==> src/rtl/ksa_shuffle_engine.sv <==
// RC4 key-scheduling shuffle (KSA loop 2) over an external single-port S memory.
// Optional: SHUFFLE_SKIP_SELF_SWAP_EN skips both writes when the new j equals i.
module ksa_shuffle_engine #(
  parameter int unsigned ADDR_W    = 8,
  parameter int unsigned KEY_BYTES = 3,
  parameter int unsigned RD_LAT    = 2
) (
  input  logic                             CLOCK_50,
  input  logic                             reset,
  input  logic                             start,
  input  logic                             abort,
  input  logic [8*KEY_BYTES-1:0]           secret_key,
  input  logic [$clog2(KEY_BYTES+1)-1:0]   key_len,
  input  logic [ADDR_W-1:0]                mem_rdata,
  output logic [ADDR_W-1:0]                mem_addr,
  output logic [ADDR_W-1:0]                mem_wdata,
  output logic                             mem_we,
  output logic                             ready,
  output logic                             busy,
  output logic                             done
);

  localparam int unsigned KL_W = $clog2(KEY_BYTES + 1);
  localparam int unsigned CW   = (RD_LAT > 1) ? $clog2(RD_LAT) : 1;
  localparam logic [CW-1:0] CNT_LAST = CW'(RD_LAT - 1);

  typedef enum logic [3:0] {
    S_IDLE, S_RD_I, S_WAIT_I, S_CALC_J, S_RD_J,
    S_WAIT_J, S_WR_I, S_WR_J, S_NEXT, S_DONE
  } state_e;

  state_e                 state_q, state_d;
  logic [ADDR_W-1:0]      i_q, i_d, j_q, j_d, si_q, si_d;
  logic [ADDR_W-1:0]      addr_q, addr_d, wdata_q, wdata_d;
  logic [KL_W-1:0]        kidx_q, kidx_d, klen_q, klen_d;
  logic [CW-1:0]          cnt_q, cnt_d;
  logic [8*KEY_BYTES-1:0] key_q, key_d;
  logic [7:0]             kbyte8;
  logic [ADDR_W-1:0]      kbyte, j_new;
  logic [KL_W:0]          klen_ext;
`ifdef SHUFFLE_SKIP_SELF_SWAP_EN
  logic                   self_q, self_d;
`endif

  always_comb begin
    kbyte8 = '0;
    for (int unsigned k = 0; k < KEY_BYTES; k++) begin
      if (kidx_q == KL_W'(k)) kbyte8 = key_q[8*(KEY_BYTES-1-k) +: 8];
    end
    if (klen_q == '0) kbyte8 = '0;
  end

  assign kbyte    = ADDR_W'(kbyte8);
  assign j_new    = j_q + si_q + kbyte;
  assign klen_ext = {1'b0, key_len};

  assign ready     = (state_q == S_IDLE);
  assign done      = (state_q == S_DONE);
  assign busy      = !(ready || done);
  assign mem_we    = (state_q == S_WR_I) || (state_q == S_WR_J);
  assign mem_addr  = addr_q;
  assign mem_wdata = wdata_q;

  always_comb begin
    state_d = state_q;
    i_d     = i_q;
    j_d     = j_q;
    si_d    = si_q;
    addr_d  = addr_q;
    wdata_d = wdata_q;
    kidx_d  = kidx_q;
    klen_d  = klen_q;
    cnt_d   = cnt_q;
    key_d   = key_q;
`ifdef SHUFFLE_SKIP_SELF_SWAP_EN
    self_d  = self_q;
`endif
    case (state_q)
      S_IDLE: begin
        if (start) begin
          key_d   = secret_key;
          klen_d  = (klen_ext > (KL_W+1)'(KEY_BYTES)) ? KL_W'(KEY_BYTES) : key_len;
          i_d     = '0;
          j_d     = '0;
          kidx_d  = '0;
          state_d = S_RD_I;
        end
      end
      S_RD_I: begin
        addr_d  = i_q;
        cnt_d   = '0;
        state_d = S_WAIT_I;
      end
      S_WAIT_I: begin
        if (cnt_q == CNT_LAST) begin
          si_d    = mem_rdata;
          state_d = S_CALC_J;
        end else begin
          cnt_d = cnt_q + 1'b1;
        end
      end
      S_CALC_J: begin
        j_d     = j_new;
`ifdef SHUFFLE_SKIP_SELF_SWAP_EN
        self_d  = (j_new == i_q);
`endif
        state_d = S_RD_J;
      end
      S_RD_J: begin
        addr_d  = j_q;
        cnt_d   = '0;
        state_d = S_WAIT_J;
      end
      S_WAIT_J: begin
        if (cnt_q == CNT_LAST) begin
          // S[j] goes straight into the write-data register for the WR_I store.
          wdata_d = mem_rdata;
          addr_d  = i_q;
          state_d = S_WR_I;
`ifdef SHUFFLE_SKIP_SELF_SWAP_EN
          if (self_q) state_d = S_NEXT;
`endif
        end else begin
          cnt_d = cnt_q + 1'b1;
        end
      end
      S_WR_I: begin
        addr_d  = j_q;
        wdata_d = si_q;
        state_d = S_WR_J;
      end
      S_WR_J: state_d = S_NEXT;
      S_NEXT: begin
        if (klen_q != '0) kidx_d = (kidx_q + KL_W'(1) == klen_q) ? '0 : kidx_q + KL_W'(1);
        if (i_q == '1) begin
          state_d = S_DONE;
        end else begin
          i_d     = i_q + 1'b1;
          state_d = S_RD_I;
        end
      end
      S_DONE: if (!start) state_d = S_IDLE;
      default: state_d = S_IDLE;
    endcase
    if (abort && busy) state_d = S_IDLE;
  end

  always_ff @(posedge CLOCK_50 or posedge reset) begin
    if (reset) begin
      state_q <= S_IDLE;
      i_q     <= '0;
      j_q     <= '0;
      si_q    <= '0;
      addr_q  <= '0;
      wdata_q <= '0;
      kidx_q  <= '0;
      klen_q  <= '0;
      cnt_q   <= '0;
      key_q   <= '0;
`ifdef SHUFFLE_SKIP_SELF_SWAP_EN
      self_q  <= 1'b0;
`endif
    end else begin
      state_q <= state_d;
      i_q     <= i_d;
      j_q     <= j_d;
      si_q    <= si_d;
      addr_q  <= addr_d;
      wdata_q <= wdata_d;
      kidx_q  <= kidx_d;
      klen_q  <= klen_d;
      cnt_q   <= cnt_d;
      key_q   <= key_d;
`ifdef SHUFFLE_SKIP_SELF_SWAP_EN
      self_q  <= self_d;
`endif
    end
  end

endmodule

==> config.mk <==
export PLATFORM = sky130hd
export DESIGN_NAME = ksa_shuffle_engine
export DESIGN_NICKNAME = d
export VERILOG_FILES = /design/src/rtl/ksa_shuffle_engine.sv
export SDC_FILE = /design/constraint.sdc
export NUM_CORES = 1
export LEC_CHECK = 0
export ABC_AREA = 1
export CAP_MARGIN = 10
export CELL_PAD_IN_SITES_DETAIL_PLACEMENT = 0
export CELL_PAD_IN_SITES_GLOBAL_PLACEMENT = 1
export CORE_MARGIN = 4
export CORE_UTILIZATION = 45
export CTS_CLUSTER_SIZE = 8
export DETAILED_ROUTE_END_ITERATION = 10
export GPL_TIMING_DRIVEN = 0
export PLACE_DENSITY = 0.89
export SETUP_SLACK_MARGIN = 0.4
export SKIP_LAST_GASP = 1
export SLEW_MARGIN = 5
export SYNTH_ARGS = -nofsm -noshare
export SYNTH_HDL_FRONTEND = slang
export SYNTH_SLANG_ARGS = --single-unit
==> constraint.sdc <==
create_clock -name CLOCK_50 -period 5.1 [get_ports CLOCK_50]
set_clock_uncertainty 0.2 [all_clocks]
set_input_delay 1.02 -clock CLOCK_50 [delete_from_list [all_inputs] [get_ports CLOCK_50]]
set_output_delay 1.02 -clock CLOCK_50 [all_outputs]
set_load 0.01 [all_outputs]
==> results.txt <==
outcome = completed
overall routing resource usage = 0.178
Power Total = 3.17 mW
detailed placement HPWL = 7.05 mm
grt ovf = 0
Post-synth EDFFs = 0
number of routed nets with antenna violations = 0
Remaining DRCs = 0
clk slew on worst S/H paths = 0.08 ns
area of the core = 8810 um^2
Synth Warn # = 0
hold depth = 2
VDD IR max = 0.275 mV
Vias/cell = 5.25
initial antenna violation count = 0
Req. time, crit path = 5.14 ns
setup violators final = 0
first-pass GRT wire length = 15.9 mm
worst path cell trace = inv_1, ha_1, inv_1, clkbuf_1, o21ai_0, a21oi_1, fa_1, ha_1, inv_1, fa_1, inv_1, nand4_1, nand3_1, nand3_1, nand3_1, nand2_1
Synth Instances = 445
Inserted Diodes = 0
Worst Path Arrival = 3.49 ns
placed instance area = 4860 um^2
Clock Tree Root = clkbuf_8
maximum buffer depth of the clock tree = 2
layout cells sized above 1 = 0.133
ys async rst share = 1.00
Pint = 1.86 mW
hold slack = 0.311 ns
Worst path most repeated cell = inv_1
Die W = 104 um
minimum clock period = 3.45 ns
Seq pwr share = 0.313
fmax = 290 MHz
Post-Layout Inst Area = 5060 um^2
R2R cell count = 16
Final Non-Filler Cells = 627
total CTS buffers = 9
worst hold path class = flip-flop to flip-flop
RR Startpoint = kidx_q[1]
post-synthesis sequential area ratio = 0.443
crit end category = flip-flop
Tcrit/Tclk final = 0.677
main flop type after synthesis = dfrtp_1
most frequent cells in the layout = 82 x nand2_1, 73 x dfrtp_1, 57 x clkdlybuf4s50_1
die area = 10800 um^2
Synthesized Nets = 501
gpl congestion = 0.859
Hold Path Sink = key_q[19]
num rows = 34
max-cap viol count = 0
Slew HR = 0.728
fin nets = 570
drt first pass iters = 4
hold_sp = key_q[19]
final count of hold timing violations = 0
final WL = 9.03 mm
Vias = 3294
Crit Path Class = flip-flop to flip-flop
Sink Count = 73
combinational power share = 0.543
Post-Syn Area = 4130 um^2
leakage power = 2.35 nW
number of global-route vias before repair = 3339
TritonCTS clock tree = done
Yosys cell types = 37
post-CTS setup buffers = 0
DRT iter0 DRCs = 111
Slew @ Worst Pin = 0.408 ns
I/O Buffers = 57
Net Sw Frac = 0.416
CP delay by family, top = adder cells
RSZ-0062 raised after global routing = no
delay of the slowest critical-path stage = 0.52 ns
Clock Latency Late Sink = 0.34 ns
Max Fanout on Critical Path = 10
switching power = 1.32 mW
Buf/Inv on CP = 5
max-slew violation count = 0
CP max stage cell = fa_1
DR WL/cell = 14.4 um
reg2reg setup slack = 1.65 ns
Die H = 104 um
R2R Path End = j_q[7]
most common cell after layout, fill and taps aside = nand2_1
# resized after CTS = 0
clock share of power = 0.144
Starting Density = 0.469
placed cells = 611
post-synthesis register bit count = 73
Final TNS setup = 0 ns
largest net degree at the start of global routing = 48
area grow syn2layout = 22.6%
Ports = 58
crit start category = flip-flop
Post-Syn Area per Cell = 9.28 um^2
H-tree depth = 3
CTS Hold Buffers Added = 0
P per Cell Area = 627 nW/um^2
state kept, by name, summed over array words and instances, names as in the netlist:
signal     flops
cnt_q          1
i_q            8
j_q            8
key_q         24
kidx_q         2
klen_q         2
mem_addr       8
mem_wdata      8
si_q           8
state_q        4
synthesized netlist by cell type (3+ instances only):
cell     number  area share
o21ai_0      35       0.042
mux2_1        5       0.014
a21oi_1      21       0.025
mux2_2        5       0.014
inv_1        39       0.035
dfrtp_1      73        0.44
a31oi_1      17       0.026
nand2_4       5       0.014
buf_6         6       0.016
mux2_4       16       0.058
nor2_4        4       0.011
nand3_1      40       0.048
nor2_1       38       0.035
xor2_1        4      0.0085
inv_2         4      0.0036
nand3_2       3      0.0073
nand2_1      82       0.075
nand4_1       4      0.0061
ha_1         10       0.030
fa_1          8       0.039
metal layers:
layer	global-route usage	vias up	wire length, um
met3	0.0317	9	388
li1	-	1634	-
met1	0.235	1580	4050
met4	0.0579	0	104
met2	0.299	71	4490
met5	0	-	0
stage by stage:
step / setup slack, ns / util
floorplan: 2.03 / -
global placement: 0.797 / 0.549
detailed placement: 1.70 / 0.552
CTS: 1.65 / 0.575
global route: 1.36 / 0.575
finish: 1.65 / 0.575
worst min-delay path: cells and delay by family (launching register included):
kind,cells,cell delay (ns)
buffers and inverters,1,0.05
AO/OA/AOI/OAI,1,0.10
flip-flops,1,0.32
worst max-delay path by stage:
| stage | from | endpoint | slack, ns | depth (start not counted) |
|---|---|---|---|---|
| 2_1_floorplan | reset | cnt_q | 2.03 | 1 |
| 3_3_place_gp | reset | si_q[6] | 0.80 | 2 |
| 3_5_place_dp | kidx_q[1] | j_q[7] | 1.70 | 16 |
| 4_1_cts | kidx_q[1] | j_q[7] | 1.65 | 16 |
| 5_1_grt | kidx_q[1] | j_q[7] | 1.36 | 16 |
| 6_report | kidx_q[1] | j_q[7] | 1.65 | 16 |
power by group through the flow:
stage               Clock (mW)  Sequential [mW]  Combinational, mW
CTS                      0.470            0.996               1.74
global placement             0            0.999               1.68
global route             0.494             1.03               1.96
finish                   0.458            0.992               1.72
floorplan                    0            0.986               1.26
detailed placement           0             1.01               1.73
cell type report:
type	instances	area, um^2
Fill cell	823	3750
Multi-Input combinational cell	317	2040
Sequential cell	73	1830
Timing Repair Buffer	58	598
Inverter	45	175
Clock buffer	11	141
Tap cell	108	135
Buffer	10	85.1
Clock inverter	5	55.1
cell families (layout without fill, tap and decap cells):
| kind of cell | count (synthesis) | after routing | synth area share |
|---|---|---|---|
| AOI/OAI and AO/OA | 84 | 84 | 0.116 |
| and+or+nand+nor | 183 | 183 | 0.212 |
| muxes | 26 | 26 | 0.0855 |
| DFF | 73 | 73 | 0.443 |
| buffers and inverters | 55 | 129 | 0.0624 |
| xor gates and xnor gates | 6 | 6 | 0.0127 |
| adders and majority gates | 18 | 18 | 0.0691 |
Note: power is estimated with default switching activity, not from simulation.
==> RTL edit, RTL diff (same settings) <==
Set the parameter `ADDR_W` to 9 (it was 8).
--- a/src/rtl/ksa_shuffle_engine.sv
+++ b/src/rtl/ksa_shuffle_engine.sv
@@ -1,7 +1,7 @@
 // RC4 key-scheduling shuffle (KSA loop 2) over an external single-port S memory.
 // Optional: SHUFFLE_SKIP_SELF_SWAP_EN skips both writes when the new j equals i.
 module ksa_shuffle_engine #(
-  parameter int unsigned ADDR_W    = 8,
+  parameter int unsigned ADDR_W    = 9,
   parameter int unsigned KEY_BYTES = 3,
   parameter int unsigned RD_LAT    = 2
 ) (
Ports: changed (resized mem_addr, mem_rdata and mem_wdata); port bits go from 58 to 61. The function was not compared with the original's and may differ.
==> RTL edit against the original RTL <==
- power up 6.1%
- hold slack worse by 39 ps
- worst setup slack worse by 84 ps
- wire length up 14%
- design area up 7.8%
- sequential share of layout area down 0.32 points
- synthesized area up 7.3%
- sequential cell count up 5
- largest cell class unchanged
- highest routed layer unchanged
==> RTL edit: results (changes against the original RTL) <==
| Metric | Value |
|---|---|
| Placed cell count | 747 (+22%) |
| Gate power share | 0.536 (-0.007) |
| Internal power | 1.92 mW (+3.5%) |
| Sequential power | 1.03 mW (+4%) |
| Clock transition at the registers of the reported paths | 80 ps (about the same) |
| Met1 usage | 0.259 (+0.0237) |
| Period utilisation layout | 0.694 (+0.0164) |
| Crit-path max cell delay | 500 ps (-20 ps) |
| Synth area leaders | dfrtp_1 44%, nand2_1 13%, nand3_1 5.9% |
| Vias in the first global route | 3729 (+12%) |
| Met2 WL | 4.93 mm (+9.7%) |
| Tot GR Track Use | 0.194 (+0.0158) |
| Worst VDD drop | 0.340 mV (+23%) |
| FF/Latch Area | 1950 um^2 (+6.8%) |
| Fill cells | 880 (+6.9%) |
| Dpl hpwl | 7.89 mm (+12%) |
| Met1 WL | 4.87 mm (+20%) |
| Met3 Use GR | 0.0421 (+0.0104) |
| Vias | 3818 (+16%) |
| GR Layer Usage met2 | 0.317 (+0.0186) |
| Crit path max-delay family | adder cells |
| First-pass GRT wire length | 17.8 mm (+12%) |
| DR WL met3 | 343 um (-12%) |
| Total Power Consumption | 3.37 mW (+6.1%) |
| Net count after synthesis | 617 (+23%) |
| Share of layout cells above drive strength 1 | 0.106 (-0.0273) |
| Maximum number of pins on one net before global-route repair | 56 (+17%) |
| Mapped Cells | 557 (+25%) |
| Routed WL | 10.3 mm (+14%) |
| Initial DRC Count | 124 (+12%) |
| Port bufs | 60 (+5.3%) |
| Leak | 2.67 nW (+14%) |
| WP data arrival | 3590 ps (+100 ps) |
| Layout Nets | 689 (+21%) |
| Status | complete, no violations |
[RTL edit: area by class of cell]
cell class / count / share of cell area
plain buffers: 16 / 0.0188
flip-flops and latches: 78 / 0.358
clock buffers: 11 / 0.0278
multi-input cells: 397 / 0.389
well taps: 129 / 0.0296
inverters: 66 / 0.0472
clock inverters: 5 / 0.0149
repair buffers: 61 / 0.115
[RTL edit: path summary, 6_finish.rpt]
kind	from	to	slack [ps]	depth (start not counted)
hold / removal	key_q[3]	key_q[3]	270	2
hold reg to reg	key_q[3]	key_q[3]	270	2
max in group asynchronous	reset	mem_addr[7]	3340	3
setup reg to reg	kidx_q[0]	j_q[7]	1560	16
min in group asynchronous	reset	key_q[11]	780	2
setup / recovery	kidx_q[0]	j_q[7]	1560	16
[RTL edit: cells by family after synthesis]
logic type      synth area share
compound gates             0.125
xor+xnor                 0.00198
fa+ha+maj                 0.0746
buf+inv                   0.0808
flops                      0.441
simple gates               0.278
